## config.mk

```make
export PLATFORM = sky130hd
export DESIGN_NAME = jtframe_debug_probe
export DESIGN_NICKNAME = d
export VERILOG_FILES = /design/src/rtl/jtframe_debug_probe.sv
export SDC_FILE = /design/constraint.sdc
export NUM_CORES = 1
export LEC_CHECK = 0
export ABC_CLOCK_PERIOD_IN_PS = 2900
export CELL_PAD_IN_SITES_DETAIL_PLACEMENT = 0
export CELL_PAD_IN_SITES_GLOBAL_PLACEMENT = 2
export CORE_AREA = 10 10 101 103
export DETAILED_ROUTE_END_ITERATION = 12
export DIE_AREA = 0 0 111 113
export GPL_ROUTABILITY_DRIVEN = 1
export HOLD_SLACK_MARGIN = 0.02
export PLACE_DENSITY_LB_ADDON = 0.12
export SYNTH_ARGS = -nofsm -noshare
export SYNTH_HDL_FRONTEND = slang
export SYNTH_SLANG_ARGS = --single-unit
```

## constraint.sdc

```tcl
create_clock -name clk -period 2.9 [get_ports clk]
set_clock_uncertainty 0.1 [all_clocks]
set_input_delay 0.725 -clock clk [delete_from_list [all_inputs] [get_ports clk]]
set_output_delay 0.725 -clock clk [all_outputs]
set_load 0.1 [all_outputs]
```

## src/rtl/jtframe_debug_probe.sv

```systemverilog
// On-screen debug probe: picks one of four game signals, condenses it per frame
// (live / peak / event count / sticky OR) and latches the result at vertical blank.
module jtframe_debug_probe (
  input  logic       clk,
  input  logic       rst,
  input  logic [7:0] debug_bus,
  input  logic       lvbl,
  input  logic       freeze,
  input  logic [7:0] probe0,
  input  logic [7:0] probe1,
  input  logic [7:0] probe2,
  input  logic [7:0] probe3,
  input  logic [3:0] trig,
  output logic [7:0] debug_view,
  output logic       view_upd
);

  typedef enum logic [1:0] {
    MODE_LIVE  = 2'd0,
    MODE_PEAK  = 2'd1,
    MODE_COUNT = 2'd2,
    MODE_OR    = 2'd3
  } mode_e;

  logic [1:0] sel_q,       sel_d;
  mode_e      mode_q,      mode_d;
  logic [3:0] cfg_prev_q,  cfg_prev_d;
  logic [7:0] sample_q,    sample_d;
  logic       trig_q,      trig_d;
  logic       trig_prev_q, trig_prev_d;
  logic       lvbl_q,      lvbl_d;
  logic [7:0] acc_q,       acc_d;
  logic [7:0] view_q,      view_d;
  logic       upd_q,       upd_d;

  logic       cfg_chg;
  logic       fb;
  logic       trig_edge;
  logic       load;
  logic [7:0] peak_v;
  logic [7:0] cnt_v;
  logic [7:0] or_v;
  logic [7:0] acc_run;
  logic [7:0] acc_fb;
  logic [7:0] load_val;

  // upper control bits are reserved for other overlay features
  logic unused_bus;
  assign unused_bus = ^debug_bus[7:4];

  always_comb begin
    sel_d      = debug_bus[1:0];
    mode_d     = mode_e'(debug_bus[3:2]);
    cfg_prev_d = {mode_q, sel_q};
    lvbl_d     = lvbl;

    sample_d = probe0;
    case (sel_q)
      2'd0: sample_d = probe0;
      2'd1: sample_d = probe1;
      2'd2: sample_d = probe2;
      2'd3: sample_d = probe3;
      default: sample_d = probe0;
    endcase
    trig_d = trig[sel_q];

    // first clk on which the registered selection differs from the one before
    cfg_chg   = {mode_q, sel_q} != cfg_prev_q;
    fb        = lvbl_q & ~lvbl;
    trig_edge = trig_q & ~trig_prev_q;
    load      = fb & ~freeze & ~cfg_chg;

    peak_v = (sample_q > acc_q) ? sample_q : acc_q;
    cnt_v  = (acc_q == 8'hFF) ? 8'hFF : acc_q + {7'd0, trig_edge};
    or_v   = acc_q | sample_q;

    acc_run  = 8'd0;
    acc_fb   = 8'd0;
    load_val = sample_q;
    case (mode_q)
      MODE_LIVE: begin
        acc_run  = 8'd0;
        acc_fb   = 8'd0;
        load_val = sample_q;
      end
      MODE_PEAK: begin
        acc_run  = peak_v;
        acc_fb   = sample_q;
        load_val = peak_v;
      end
      MODE_COUNT: begin
        acc_run  = cnt_v;
        acc_fb   = {7'd0, trig_edge};
        load_val = cnt_v;
      end
      MODE_OR: begin
        acc_run  = or_v;
        acc_fb   = or_v;
        load_val = or_v;
      end
      default: begin
        acc_run  = 8'd0;
        acc_fb   = 8'd0;
        load_val = sample_q;
      end
    endcase

    // reconfiguration wins over both a coincident frame boundary and freeze
    if (cfg_chg) begin
      acc_d       = 8'd0;
      view_d      = 8'd0;
      trig_prev_d = 1'b0;
    end else begin
      acc_d       = load ? acc_fb : acc_run;
      view_d      = load ? load_val : view_q;
      trig_prev_d = trig_q;
    end
    upd_d = load;
  end

  always_ff @(posedge clk or posedge rst) begin
    if (rst) begin
      sel_q       <= 2'd0;
      mode_q      <= MODE_LIVE;
      cfg_prev_q  <= 4'd0;
      sample_q    <= 8'd0;
      trig_q      <= 1'b0;
      trig_prev_q <= 1'b0;
      lvbl_q      <= 1'b0;
      acc_q       <= 8'd0;
      view_q      <= 8'd0;
      upd_q       <= 1'b0;
    end else begin
      sel_q       <= sel_d;
      mode_q      <= mode_d;
      cfg_prev_q  <= cfg_prev_d;
      sample_q    <= sample_d;
      trig_q      <= trig_d;
      trig_prev_q <= trig_prev_d;
      lvbl_q      <= lvbl_d;
      acc_q       <= acc_d;
      view_q      <= view_d;
      upd_q       <= upd_d;
    end
  end

  assign debug_view = view_q;
  assign view_upd   = upd_q;

endmodule

```

Word-level counts from Yosys, hierarchy flattened

Index checks and enable logic that the tools add are counted.

Add/subtract/negate cells: 1
Multiply operators: 0
Divide/modulo/power cells: 0
Order comparisons: 2
Equal/unequal tests: 8
Shift operators: 0
Multiplexer cells: 13
Bitwise gates (word level): 9
Reduce and logical (&&, ||, !) cells: 3

Operators by type and width:

| kind               | number |
|---|---|
| $pmux 8 s4         | 4 |
| $mux 8             | 6 |
| $add 8x1->8        | 1 |
| $eq 2x2->1 const B | 4 |
| $eq 8x8->1 const B | 1 |
| $gt 8x8->1         | 1 |
| $or 8x8->8         | 1 |
| $and 1x1->1        | 4 |
| $eq 2x1->1 const B | 2 |
| $logic_not 2->1    | 2 |
| $ne 4x4->1         | 1 |
| $not 1->1          | 4 |
| $lt 2x3->1 const B | 1 |
| $bmux 1 s2         | 1 |
| $mux 1             | 2 |
| $reduce_bool 2->1  | 1 |

Register bits: 36
Latch bits: 0
Bits in writable memories: 0
ROM bits: 0
Input bits: 48
Output and inout port bits: 9
Word-level logic and storage cells: 46
Memories: 0

Depth between registers and ports, before layout

Gate-level depths: netlist of run 1.

Word-level depth: 7
Depth in mapped cells: 10

Least setup slack after synthesis of run 1

No wires, ideal clock.

Path kind: register to register
From: register acc_q[1]
To: register view_q[7], in the netlist debug_view[7]
Library setup time: 124 ps
Arrival time: 2359 ps
Data required time: 2676 ps
Slack: 317 ps
Stages on the path, launching flop included: 10
Buffers on the path: 1
Period minus slack after synthesis: 2583 ps
Cells stage by stage: dfrtp_1 inv_1 ha_1 o21bai_1 a221o_1 a2111o_1 and2_4 buf_6 o311a_1 o31a_1

Cells in the longest elaborated chain, start to end: 5

RTL lines:

| item                                | line   | RTL |
|---|---|---|
| from (decl)                         | 32     | `logic [7:0] acc_q, acc_d;` |
| from (signal assigned)              | 130    | `acc_q <= 8'd0;` |
| from (signal assigned)              | 141    | `acc_q <= acc_d;` |
| $add 8x1->8 (tied with other cells) | 74     | `cnt_v = (acc_q == 8'hFF) ? 8'hFF : acc_q + {7'd0, trig_edge};` |
| $mux 8 (on tied branches)           | 74, 73 |  |
| $pmux 8 s4 (*)                      | 80     | `case (mode_q)` |
| $mux 8 (*)                          | 115    | `view_d = load ? load_val : view_q;` |
| $mux 8 (*)                          | 109    | `if (cfg_chg) begin` |
| to (signal assigned)                | 142    | `view_q <= view_d;` |
| to (decl)                           | 33     | `logic [7:0] view_q, view_d;` |

Every way passes the cells marked *; elsewhere a longest branch is shown, timed or not. The select of a mux whose other input is x is not followed.
A chain may end at the register's enable or synchronous reset.

Worst setup path after layout of run 1

From: register sample_q[1]
To: register view_q[4], in the netlist debug_view[4]

Cells in the longest elaborated chain, start to end: 5

RTL lines:

| item                   | line | RTL |
|---|---|---|
| from (decl)            | 28   | `logic [7:0] sample_q, sample_d;` |
| from (signal assigned) | 137  | `sample_q <= sample_d;` |
| $gt 8x8->1             | 73   | `peak_v = (sample_q > acc_q) ? sample_q : acc_q;` |
| $mux 8                 | 73   |  |
| $pmux 8 s4             | 80   |  |
| $mux 8                 | 115  |  |
| $mux 8                 | 109  |  |

Every way passes these cells. The select of a mux whose other input is x is not followed.

==> results of run 1 <==
final cells by class:
type	count	area, um^2	share of cell area, %
multi-input cells	178	1370	41.7
flip-flops and latches	36	901	27.4
repair buffers	81	716	21.8
well taps	105	131	4.00
inverters	21	78.8	2.40
clock buffers	5	68.8	2.09
clock inverters	3	21.3	0.647
per-stage QoR:
| step | util [%] | power, mW | std cells | setup WS [ns] | instance area, um^2 |
|---|---|---|---|---|---|
| after floorplan | - | 0.740 | 251 | 0.317 | 2410 |
| after global placement | 39.2 | 0.890 | 421 | 0.103 | 3190 |
| after detailed placement | 39.2 | 0.888 | 421 | 0.110 | 3190 |
| after CTS | 40.3 | 1.28 | 429 | 0.0938 | 3280 |
| after global routing | 40.4 | 1.34 | 429 | 0.00192 | 3290 |
| final | 40.4 | 1.25 | 429 | 0.109 | 3290 |
layer usage:
| metal | routed length (um) | track usage (%) | up-vias |
|---|---|---|---|
| met5 | 0 | 0 | - |
| met1 | 3520 | 15.3 | 1037 |
| met3 | 568 | 3.86 | 4 |
| met2 | 3380 | 18.6 | 72 |
| met4 | 68 | 3.13 | 0 |
| li1 | - | - | 1076 |
flip-flops by register name, summed over array words and instances, names as in the netlist:
| signal | cells |
|---|---|
| acc_q | 8 |
| trig_q | 1 |
| view_upd | 1 |
| sample_q | 8 |
| cfg_prev_q | 4 |
| mode_q | 2 |
| trig_prev_q | 1 |
| sel_q | 2 |
| lvbl_q | 1 |
| debug_view | 8 |
power by group:
| part | total [mW] | internal (mW) | switching [mW] | leakage (nW) |
|---|---|---|---|---|
| combinational | 0.329 | 0.168 | 0.160 | 0.896 |
| sequential | 0.549 | 0.525 | 0.0245 | 0.460 |
| clock | 0.376 | 0.171 | 0.205 | 0.0445 |
| total | 1.25 | 0.864 | 0.390 | 1.40 |
cell families after synthesis:
family | after synthesis | synth area share (%)
adders and majority gates | 18 | 9.36
buffers and inverters | 37 | 6.14
muxes | 11 | 9.26
AOI/OAI and AO/OA | 78 | 22.1
xor gates and xnor gates | 8 | 2.91
and+or+nand+nor | 63 | 12.8
DFF | 36 | 37.4
timing repair:
action | in CTS | in global routing
gates resized for setup | 0 | 1
hold buffers | 0 | 0
setup endpoints to repair | 0 | 1
cells in the final DEF (no fill, tap or decap), types with 2 or more instances in the layout:
master and instances:
a21oi_1 14, inv_1 20, a31oi_1 7, o31ai_1 2
clkdlybuf4s50_1 43, a31o_2 2, o311ai_0 2, nand3_1 10
a22oi_1 2, nand2_1 14, nor3_1 3, mux4_2 9
o211ai_1 2, ha_1 18, a311oi_1 3, mux2i_1 2
and4_1 2, a211oi_1 3, a211o_1 2, o21a_1 2
clkbuf_8 5, o311a_1 4, nor2_1 19, dfrtp_1 36
o2111ai_1 2, a221oi_1 2, o21ai_0 21, and3_1 3
nor2b_1 2, xnor2_1 7, buf_4 38, nand4_1 4
how the worst min path moves through the flow:
stage	slack, ns	end	start
global placement	0.35	cfg_prev_q[2]	mode_q[0]
global route	0.39	cfg_prev_q[2]	mode_q[0]
CTS	0.37	cfg_prev_q[2]	mode_q[0]
detailed placement	0.35	cfg_prev_q[2]	mode_q[0]
floorplan	0.25	cfg_prev_q[0]	sel_q[0]
finish	0.35	cfg_prev_q[2]	mode_q[0]
worst reg2reg max path: cells and delay by family (launching register included):
kind            cells  cell delay (ns)
fa+ha+maj           1             0.29
buf+inv             1             0.08
flops               1             0.42
simple gates        1             0.22
compound gates      5             1.56
==> run_results.csv, run 1 <==
group,metric,value,unit
run_status,status,"finished clean",
layout,filler_cell_count,814,
power_and_ir_drop,peakVddDrop,152,uV
power_and_ir_drop,leakage,1.40,nW
global_routing,antenna_found_initial,0,
clock_network,cts_made_buffers,5,
synthesis,seq_area_frac_synth,37.4,%
critical_path,critPathLaunchType,"flip-flop",
critical_path,endpoint,"debug_view[4]",
critical_path,timing_worst_setup_path_type,"reg2reg",
synthesis,synth_area_leaders,"dfrtp_1, ha_1, mux4_2, o21ai_0, inv_1",
floorplanning,dieHeight,113,um
sta,rsz0062_at_grt,"false",
critical_path,rrSetupSlack,0.11,ns
critical_path,timing.rr.start,"sample_q[1]",
place,gp_congestion,0.794,
critical_path,max_stage_delay,0.48,ns
global_routing,grt_overflow_total,0,
sta,hold_viol_final,0,
routing,vias,2189,
routing,wirelength,7540,um
floorplanning,die_x,111,um
synthesis,syn_area,2410,um^2
critical_path,reg2reg_depth,8,
synthesis,synthFlopType,"dfrtp_1",
flow_run,drv_cap,0,
sta,setup_viol,0,
synthesis,yosys.area.top_type,"dfrtp_1",
synthesis,synth.most_common_cell,"dfrtp_1",
synthesis,postSynthAreaPerCell,9.59,um^2
clock_network,clockBufferDepth,2,
routing,drt_iter0_drc,184,
sta,setup_tns,0,ns
clock_network,cts_sinks,36,
synthesis,yosysTopAreaCellShare,37.4,%
layout,nets,389,
routing,drtAntennaViolNets,0,
synthesis,synth-edff-count,0,
critical_path,reg2reg_to,"debug_view[4]",
routing,firstDrtPassIters,4,
global_routing,grt_start_max_net_pins,37,
critical_path,worst-path-stages,8,
clock_network,cts_setup_buffers,0,
critical_path,critPathMaxFanout,6,
routing,vias_per_cell,5.10,
layout,antennaDiodeCount,0,
sta,slew_viol_final,0,
floorplanning,start_util,29.6,%
synthesis,synth_seq_cells,36,
place,io_buffers,52,
synthesis,synth.distinct_cells,48,
layout,drive_above_1_share,19.1,%
clock_network,worstSkewPairLatency,0.29,ns
critical_path,cp.arrival,2.87,ns
critical_path,crit_buf_inv,1,
critical_path,path_cells,"inv_1 > ha_1 > o21bai_1 > a221o_1 > a2111o_1 > and3_1 > o311a_1 > a311o_1",
sta,worst_pin_slew,0.479,ns
synthesis,synth.net_count,317,
place,dp_hpwl,5900,um
worst_hold_path,min_path_type,"reg2reg",
sta,fin_crit_sh,96.3,%
critical_path,crit_path_end_kind,"flip-flop",
critical_path,cp.required,2.98,ns
critical_path,crit_family,"compound AO/OA/AOI/OAI gates",
floorplanning,core,8130,um^2
synthesis,synthesis.instances,251,
routing,drc,0,
global_routing,first_global_vias,2296,
sta,holdWs,0.354,ns
floorplanning,ios,57,
routing,wl_per_cell,17.6,um
critical_path,cp_slowest_cell,"a2111o_1",
sta,final.min_clock_period,2.79,ns
global_routing,grt_pass1_wl,12300,um
synthesis,async_flop_share,100,%
synthesis,ys_top_cells_by_count,"dfrtp_1, o21ai_0, inv_1, nor2_1, ha_1",
floorplanning,fp.dieArea,12500,um^2
global_routing,grt_usage,11.9,%
clock_network,htree_levels,2,
clock_network,path_clk_slew,0.08,ns
clock_network,root_buffer,"clkbuf_8",
worst_hold_path,hold_depth,0,
sta,max_slew_margin,67.6,%
sta,fmax,0.358,GHz
critical_path,setup.worst_path.start,"sample_q[1]",
synthesis,yosys_warnings,0,
layout,syn_to_final_growth,36.6,%
floorplanning,num_rows,33,
power_and_ir_drop,power.density,382,nW/um^2
clock_network,cts_tree,"done",
Note: power is estimated with default switching activity, not from simulation.
==> inputs of run 2 (changes only) <==
--- a/config.mk
+++ b/config.mk
@@ -9,6 +9,7 @@
 export CELL_PAD_IN_SITES_DETAIL_PLACEMENT = 0
 export CELL_PAD_IN_SITES_GLOBAL_PLACEMENT = 2
 export CORE_AREA = 10 10 101 103
+export CTS_CLUSTER_SIZE = 28
 export DETAILED_ROUTE_END_ITERATION = 12
 export DIE_AREA = 0 0 111 113
 export GPL_ROUTABILITY_DRIVEN = 1
==> results of run 2 <==
Final layout, timing and power as in run 1 (identical DEF).
